$ cat src/rtl/mux_tree_pipe_pkg.sv
// Shared definitions for the pipelined 4:1 mux tree: sizing helpers and the
// per-stage control record that travels alongside the data words.
package mux_pkg;

    // Wide enough for the remaining select bits of the largest tree (64 lanes -> 6 bits)
    localparam int SEL_REM_W = 8;

    // Control record carried by every stage next to its data words
    typedef struct packed {
        logic                 valid;
        logic                 err;
        logic [SEL_REM_W-1:0] sel_rem;
    } stage_ctrl_t;

    // Ceiling log2, with clog2(1) = 0
    function automatic int clog2(input int n);
        int r;
        r = 0;
        for (int i = 0; i < 31; i++) begin
            if ((1 << i) < n) begin
                r = i + 1;
            end
        end
        return r;
    endfunction

    // Number of 4:1 levels needed for n lanes (also the latency in cycles)
    function automatic int levels_f(input int n);
        return (clog2(n) + 1) / 2;
    endfunction

endpackage

$ cat src/rtl/mux_tree_pipe_if.sv
// Producer-side and consumer-side handshake bundle of the mux tree.
interface mux_tree_pipe_if
    import mux_pkg::*;
#(
    parameter int DATA_W = 8,
    parameter int NUM_IN = 16
) ();

    localparam int SEL_W = clog2(NUM_IN);

    logic [NUM_IN*DATA_W-1:0] in_data;
    logic [SEL_W-1:0]         in_sel;
    logic                     in_valid;
    logic                     in_ready;
    logic [DATA_W-1:0]        out_data;
    logic                     out_valid;
    logic                     out_ready;
    logic                     out_err;
    logic [15:0]              beat_cnt;

    // Environment side: drives lanes and consumer ready
    modport master (
        output in_data, in_sel, in_valid, out_ready,
        input  in_ready, out_data, out_valid, out_err, beat_cnt
    );

    // Mux tree side
    modport slave (
        input  in_data, in_sel, in_valid, out_ready,
        output in_ready, out_data, out_valid, out_err, beat_cnt
    );

endinterface

$ cat src/rtl/mux_tree_pipe_stage.sv
// One level of the tree: N_OUT parallel 4:1 word muxes followed by an
// enable-gated register holding the surviving words and the control record.
module mux4_stage
    import mux_pkg::*;
#(
    parameter int N_OUT  = 1,
    parameter int DATA_W = 8
) (
    input  logic                      clk,
    input  logic                      rst,
    input  logic                      en,
    input  logic [4*N_OUT*DATA_W-1:0] d_in,
    input  stage_ctrl_t               c_in,
    output logic [N_OUT*DATA_W-1:0]   d_q,
    output stage_ctrl_t               c_q
);

    logic [N_OUT*DATA_W-1:0] mux_s;
    stage_ctrl_t             c_nxt_s;

    // Pick one word out of every group of four using the lowest two remaining sel bits
    always_comb begin
        mux_s = '0;
        for (int j = 0; j < N_OUT; j++) begin
            case (c_in.sel_rem[1:0])
                2'd0:    mux_s[j*DATA_W +: DATA_W] = d_in[(4*j+0)*DATA_W +: DATA_W];
                2'd1:    mux_s[j*DATA_W +: DATA_W] = d_in[(4*j+1)*DATA_W +: DATA_W];
                2'd2:    mux_s[j*DATA_W +: DATA_W] = d_in[(4*j+2)*DATA_W +: DATA_W];
                2'd3:    mux_s[j*DATA_W +: DATA_W] = d_in[(4*j+3)*DATA_W +: DATA_W];
                default: mux_s[j*DATA_W +: DATA_W] = '0;
            endcase
        end
    end

    // Consume the two sel bits used here and forward the rest downstream
    always_comb begin
        c_nxt_s         = '0;
        c_nxt_s.valid   = c_in.valid;
        c_nxt_s.err     = c_in.err;
        c_nxt_s.sel_rem = c_in.sel_rem >> 2;
    end

    // Stage register: loads (including bubbles) on advance, holds otherwise
    always_ff @(posedge clk or posedge rst) begin
        if (rst) begin
            d_q <= '0;
            c_q <= '0;
        end else if (en) begin
            d_q <= mux_s;
            c_q <= c_nxt_s;
        end else begin
            d_q <= d_q;
            c_q <= c_q;
        end
    end

endmodule

$ cat src/rtl/mux_tree_pipe.sv
// Pipelined N-to-1 word multiplexer built from LEVELS registered 4:1 stages.
// The whole tree advances together whenever the output register is free or
// being drained, so back-pressure stalls every stage at once.
module mux_tree_pipe
    import mux_pkg::*;
#(
    parameter int DATA_W = 8,
    parameter int NUM_IN = 16
) (
    input  logic            clk,
    input  logic            rst,
    mux_tree_pipe_if.slave  bus
);

    localparam int SEL_W  = clog2(NUM_IN);
    localparam int LEVELS = levels_f(NUM_IN);
    localparam int NPAD   = 4 ** LEVELS;

    logic                   adv_s;
    logic [SEL_REM_W-1:0]   sel_ext_s;
    logic                   in_err_s;
    stage_ctrl_t            in_ctrl_s;
    logic [NPAD*DATA_W-1:0] pad_data_s;
    logic [DATA_W-1:0]      out_data_s;
    stage_ctrl_t            out_ctrl_s;
    logic [15:0]            beat_cnt_r;

    // Tree moves when the output slot is empty or being taken this cycle
    always_comb begin
        adv_s = bus.out_ready | ~out_ctrl_s.valid;
    end

    // Zero-extend the select and flag lanes that do not exist
    always_comb begin
        sel_ext_s            = '0;
        sel_ext_s[SEL_W-1:0] = bus.in_sel;
        in_err_s             = (int'(sel_ext_s) >= NUM_IN);
    end

    // Control record entering level 0
    always_comb begin
        in_ctrl_s         = '0;
        in_ctrl_s.valid   = bus.in_valid;
        in_ctrl_s.err     = in_err_s;
        in_ctrl_s.sel_rem = sel_ext_s;
    end

    // Pad to a full 4^LEVELS lanes; an out-of-range beat carries all-zero data
    always_comb begin
        pad_data_s = '0;
        if (!in_err_s) begin
            pad_data_s[NUM_IN*DATA_W-1:0] = bus.in_data;
        end else begin
            pad_data_s = '0;
        end
    end

    for (genvar k = 0; k < LEVELS; k++) begin : g_lvl
        localparam int NO = 4 ** (LEVELS - k - 1);

        logic [4*NO*DATA_W-1:0] d_in;
        stage_ctrl_t            c_in;
        logic [NO*DATA_W-1:0]   d_q;
        stage_ctrl_t            c_q;

        if (k == 0) begin : g_first
            assign d_in = pad_data_s;
            assign c_in = in_ctrl_s;
        end else begin : g_next
            assign d_in = g_lvl[k-1].d_q;
            assign c_in = g_lvl[k-1].c_q;
        end

        mux4_stage #(
            .N_OUT  (NO),
            .DATA_W (DATA_W)
        ) u_stage (
            .clk  (clk),
            .rst  (rst),
            .en   (adv_s),
            .d_in (d_in),
            .c_in (c_in),
            .d_q  (d_q),
            .c_q  (c_q)
        );

        if (k == LEVELS - 1) begin : g_last
            assign out_data_s = d_q;
            assign out_ctrl_s = c_q;
        end
    end

    // Delivered-beat counter, free-running with wrap-around
    always_ff @(posedge clk or posedge rst) begin
        if (rst) begin
            beat_cnt_r <= 16'd0;
        end else if (out_ctrl_s.valid && bus.out_ready) begin
            beat_cnt_r <= beat_cnt_r + 16'd1;
        end else begin
            beat_cnt_r <= beat_cnt_r;
        end
    end

    assign bus.in_ready  = adv_s;
    assign bus.out_data  = out_data_s;
    assign bus.out_valid = out_ctrl_s.valid;
    // Leftover sel bits after the last level also mean the lane did not exist
    assign bus.out_err   = out_ctrl_s.err | (|out_ctrl_s.sel_rem);
    assign bus.beat_cnt  = beat_cnt_r;

endmodule

$ cat src/flat_wrapper.sv
// flat-port wrapper written by rule: the top's interface ports become plain ports
module mux_tree_pipe_flat import mux_pkg::*;
#(
    parameter int DATA_W = 8,
    parameter int NUM_IN = 16
)
  (clk, rst, bus_in_data, bus_in_sel, bus_in_valid, bus_out_ready, bus_in_ready, bus_out_data, bus_out_valid, bus_out_err, bus_beat_cnt);
  mux_tree_pipe_if #(.DATA_W(DATA_W), .NUM_IN(NUM_IN)) bus_i ();
  input  logic clk;
  input  logic rst;
  input wire logic [$bits(bus_i.in_data)-1:0] bus_in_data;
  input wire logic [$bits(bus_i.in_sel)-1:0] bus_in_sel;
  input wire logic [$bits(bus_i.in_valid)-1:0] bus_in_valid;
  input wire logic [$bits(bus_i.out_ready)-1:0] bus_out_ready;
  output wire logic [$bits(bus_i.in_ready)-1:0] bus_in_ready;
  output wire logic [$bits(bus_i.out_data)-1:0] bus_out_data;
  output wire logic [$bits(bus_i.out_valid)-1:0] bus_out_valid;
  output wire logic [$bits(bus_i.out_err)-1:0] bus_out_err;
  output wire logic [$bits(bus_i.beat_cnt)-1:0] bus_beat_cnt;
  assign bus_i.in_data = bus_in_data;
  assign bus_i.in_sel = bus_in_sel;
  assign bus_i.in_valid = bus_in_valid;
  assign bus_i.out_ready = bus_out_ready;
  assign bus_in_ready = bus_i.in_ready;
  assign bus_out_data = bus_i.out_data;
  assign bus_out_valid = bus_i.out_valid;
  assign bus_out_err = bus_i.out_err;
  assign bus_beat_cnt = bus_i.beat_cnt;
  mux_tree_pipe #(.DATA_W(DATA_W), .NUM_IN(NUM_IN)) u_core (.clk(clk), .rst(rst), .bus(bus_i));
endmodule
$ cat config.mk
export PLATFORM = sky130hd
export DESIGN_NAME = mux_tree_pipe_flat
export DESIGN_NICKNAME = d
export VERILOG_FILES = /design/src/rtl/mux_tree_pipe_pkg.sv /design/src/rtl/mux_tree_pipe_if.sv /design/src/rtl/mux_tree_pipe_stage.sv /design/src/rtl/mux_tree_pipe.sv /design/src/flat_wrapper.sv
export SDC_FILE = /design/constraint.sdc
export NUM_CORES = 1
export LEC_CHECK = 0
export BUFFER_PORTS_ARGS = -buffer_cell sky130_fd_sc_hd__buf_2
export CORE_ASPECT_RATIO = 0.9
export CORE_MARGIN = 2
export CORE_UTILIZATION = 45
export DETAILED_ROUTE_END_ITERATION = 16
export PLACE_DENSITY = 0.89
export SLEW_MARGIN = 20
export SYNTH_ARGS = -nofsm -noshare
export SYNTH_HDL_FRONTEND = slang
export SYNTH_SLANG_ARGS = --single-unit
export TNS_END_PERCENT = 20
$ cat constraint.sdc
create_clock -name clk -period 2.32 [get_ports clk]
set_input_delay 0.232 -clock clk [delete_from_list [all_inputs] [get_ports clk]]
set_output_delay 0.232 -clock clk [all_outputs]
set_load 0.01 [all_outputs]
==> run_results.csv <==
group,metric,value,unit
sta,slew_violations,0,
logic_synthesis,synth_mux_area_share,44.2,%
sta,setup-tns-final,0,ps
sta,fin_crit,1670,ps
logic_synthesis,synth-simple-area-share,3.79,%
sta,finalHoldViolCount,0,
route,post_drt_wl_per_cell,16.7,um
worst_setup_path,cp_cell_sequence,"mux4_2 > mux2_2",
layout,num-nets-final,502,
logic_synthesis,synth_top_family_by_area,"multiplexers",
placed_design,place_inst,449,
layout,final_common_cell,"buf_2",
logic_synthesis,synth_xor_area_share,3.83,%
worst_hold_path,hp-class,"primary input to flop",
floorplan,rows,30,
worst_setup_path,start_kind,"flop",
worst_setup_path,reg2reg_to,"u_core.g_lvl[1].u_stage.d_q[4]",
route,drtIter0Drc,74,
worst_setup_path,reg2reg_slack,650,ps
route,vias,2428,
layout,final_cell_mix,"161 x buf_2, 60 x dfrtp_1, 38 x mux4_2, 30 x mux2_4, 14 x mux2_2",
placed_design,place.detailed.hpwl,6240,um
route,dr.pass1.iters,4,
global_route,grt.overflow.total,0,
route,drc,0,
floorplan,fp.dieH,86.8,um
layout,diodes,0,
placed_design,port_buffers,161,
logic_synthesis,syn_area_per_cell,16.8,um^2
logic_synthesis,syn_nets,341,
global_route,antenna_found_initial,0,
global_route,grt_pass1_wl,12300,um
pwr,total_power,3.20,mW
status,status,"complete, no violations",
logic_synthesis,yosysSeqAreaShare,43.8,%
worst_setup_path,worstSetupStartpoint,"u_core.g_lvl[0].u_stage.c_q[0]",
global_route,first_global_vias,2664,
layout,syn_to_final_growth,31.1,%
logic_synthesis,ys_seq_elements,60,
worst_setup_path,cp-end-kind,"flop",
layout,fill_cells,582,
floorplan,dieArea,8340,um^2
layout,layoutNonFillerInstCount,466,
worst_setup_path,r2r_start,"u_core.g_lvl[0].u_stage.c_q[0]",
logic_synthesis,synth-adder-area-share,0.365,%
sta,max_freq,600,MHz
pwr,p_per_area,711,nW/um^2
clocking,numClockSinks,60,
sta,tightest_slew,707,ps
worst_setup_path,reg2reg_depth,2,
pwr,ir_drop,0.000281,V
floorplan,core,7470,um^2
clocking,cts_buffers,9,
logic_synthesis,yosysWarnings,0,
global_route,grt_use_total,19.8,%
sta,maxSlewHeadroom,52.9,%
clocking,cts_tree,"done",
worst_setup_path,crit_path_end,"u_core.g_lvl[1].u_stage.d_q[4]",
pwr,leakagePower,2.19,nW
sta,rsz0062_at_grt,"false",
sta,timing.final.crit_share,71.8,%
worst_setup_path,crit_fanout,9,
floorplan,initial_core_util,45.9,%
floorplan,die_w,96.0,um
sta,fin_ws,654,ps
route,ant_nets,0,
clocking,cts.clk_slew.worst_paths,70,ps
logic_synthesis,synth_area,3430,um^2
route,viasPerCell,5.21,
clocking,clk_path_buf_depth,2,
worst_setup_path,critPathArrivalTime,1880,ps
worst_setup_path,slowest_delay,690,ps
logic_synthesis,synthDistinctLibCells,25,
worst_setup_path,crit_slowest_cell,"dfrtp_1",
logic_synthesis,synth_compound_area_share,0,%
clocking,htree_levels,3,
sta,setup_viol,0,
placed_design,gp_congestion,0.805,
floorplan,io_pins,163,
placed_design,place_ws,646,ps
worst_setup_path,criticalPathCategory,"flop to flop",
global_route,grt_max_degree,46,
worst_setup_path,crit_required,2530,ps
sta,fin_worst_skew,8.32,ps
route,wl,7800,um
clocking,worst_skew_pair.late_latency,320,ps
clocking,root_buffer,"clkbuf_8",
logic_synthesis,synthCells,204,
layout,final_util,60.2,%
layout,drive_gt1_share,71.9,%
flow_run,maxCapViolations,0,
## worst min path at each step
stage | from | endpoint | cells after the start
3_5_place_dp | rst | u_core.bus.beat_cnt[10] | 2
4_1_cts | bus_in_sel[3] | u_core.g_lvl[0].u_stage.c_q[1] | 2
3_3_place_gp | rst | u_core.bus.beat_cnt[7] | 2
5_1_grt | bus_in_sel[3] | u_core.g_lvl[0].u_stage.c_q[1] | 2
6_report | bus_in_sel[3] | u_core.g_lvl[0].u_stage.c_q[1] | 2
2_1_floorplan | bus_in_sel[2] | u_core.g_lvl[0].u_stage.c_q[0] | 1
## power by group
part | switching, mW | leakage [nW] | internal, mW
Sequential | 0.178 | 0.720 | 1.25
Combinational | 0.324 | 1.38 | 0.551
Clock | 0.401 | 0.0910 | 0.489
## worst max-delay path: cells and delay by family (launching register included)
family	cells	cell delay, ps
flops	1	690
mux	2	860
## synth_stat cells
master     n  area [um^2]
mux2_2    14          158
buf_12     3         60.1
nand4_1    3         18.8
or2_2      1         6.26
mux2_4    30          450
clkbuf_1   1         3.75
buf_1      3         11.3
and3_1     2         12.5
xor2_1     3         26.3
xnor2_1   12          105
nor4_2     1         12.5
buf_6      1         11.3
inv_1      3         11.3
nor2_1     4         15.0
nor4_1     1         6.26
nand3_1    4         20.0
mux4_2    38          856
mux4_1     2         52.6
buf_4      1         7.51
buf_2      6         30.0
nand2_1    7         26.3
nand2b_1   2         12.5
ha_1       1         12.5
dfrtp_1   60         1500
conb_1     1         3.75
## what timing repair did
action / CTS / global route
resized for setup: 0 / 0
hold buffers: 1 / 0
buffers inserted: 0 / 0
hold endpoints to repair: 27 / 0
## routing by layer
layer	GRT usage, %	share of wire (%)	wire, um
met1	21.7	38	2960
met2	36.5	55	4290
met3	4.09	5.4	419
met4	8.44	1.7	132
met5	0	0	0
## flip-flops by register name, summed over array words and instances, names as in the netlist
signal	flops
u_core.g_lvl.u_stage.d_q	40
u_core.g_lvl.u_stage.c_q	4
u_core.bus.beat_cnt	16
## stage by stage
step	cell area [um^2]	hold WS, ps
after floorplan	3430	384
after global placement	4300	322
after detailed placement	4300	341
after CTS	4500	119
after global routing	4500	126
final	4500	138
## area by class of cell
type                    count  area (um^2)  area share, %
well taps                  96          120           2.67
clock inverters             7         67.6           1.50
flip-flops and latches     60         1500           33.4
repair buffers            165          876           19.5
multi-input cells         126         1800           40.0
clock buffers               9          124           2.75
inverters                   3         11.3          0.250
## logic make-up after synthesis
| group | Yosys count |
|---|---|
| fa+ha+maj | 1 |
| simple gates | 25 |
| mux | 84 |
| other cells | 1 |
| xor+xnor | 15 |
| flops | 60 |
| buf+inv | 18 |
Power figures use the tool's default switching activity.
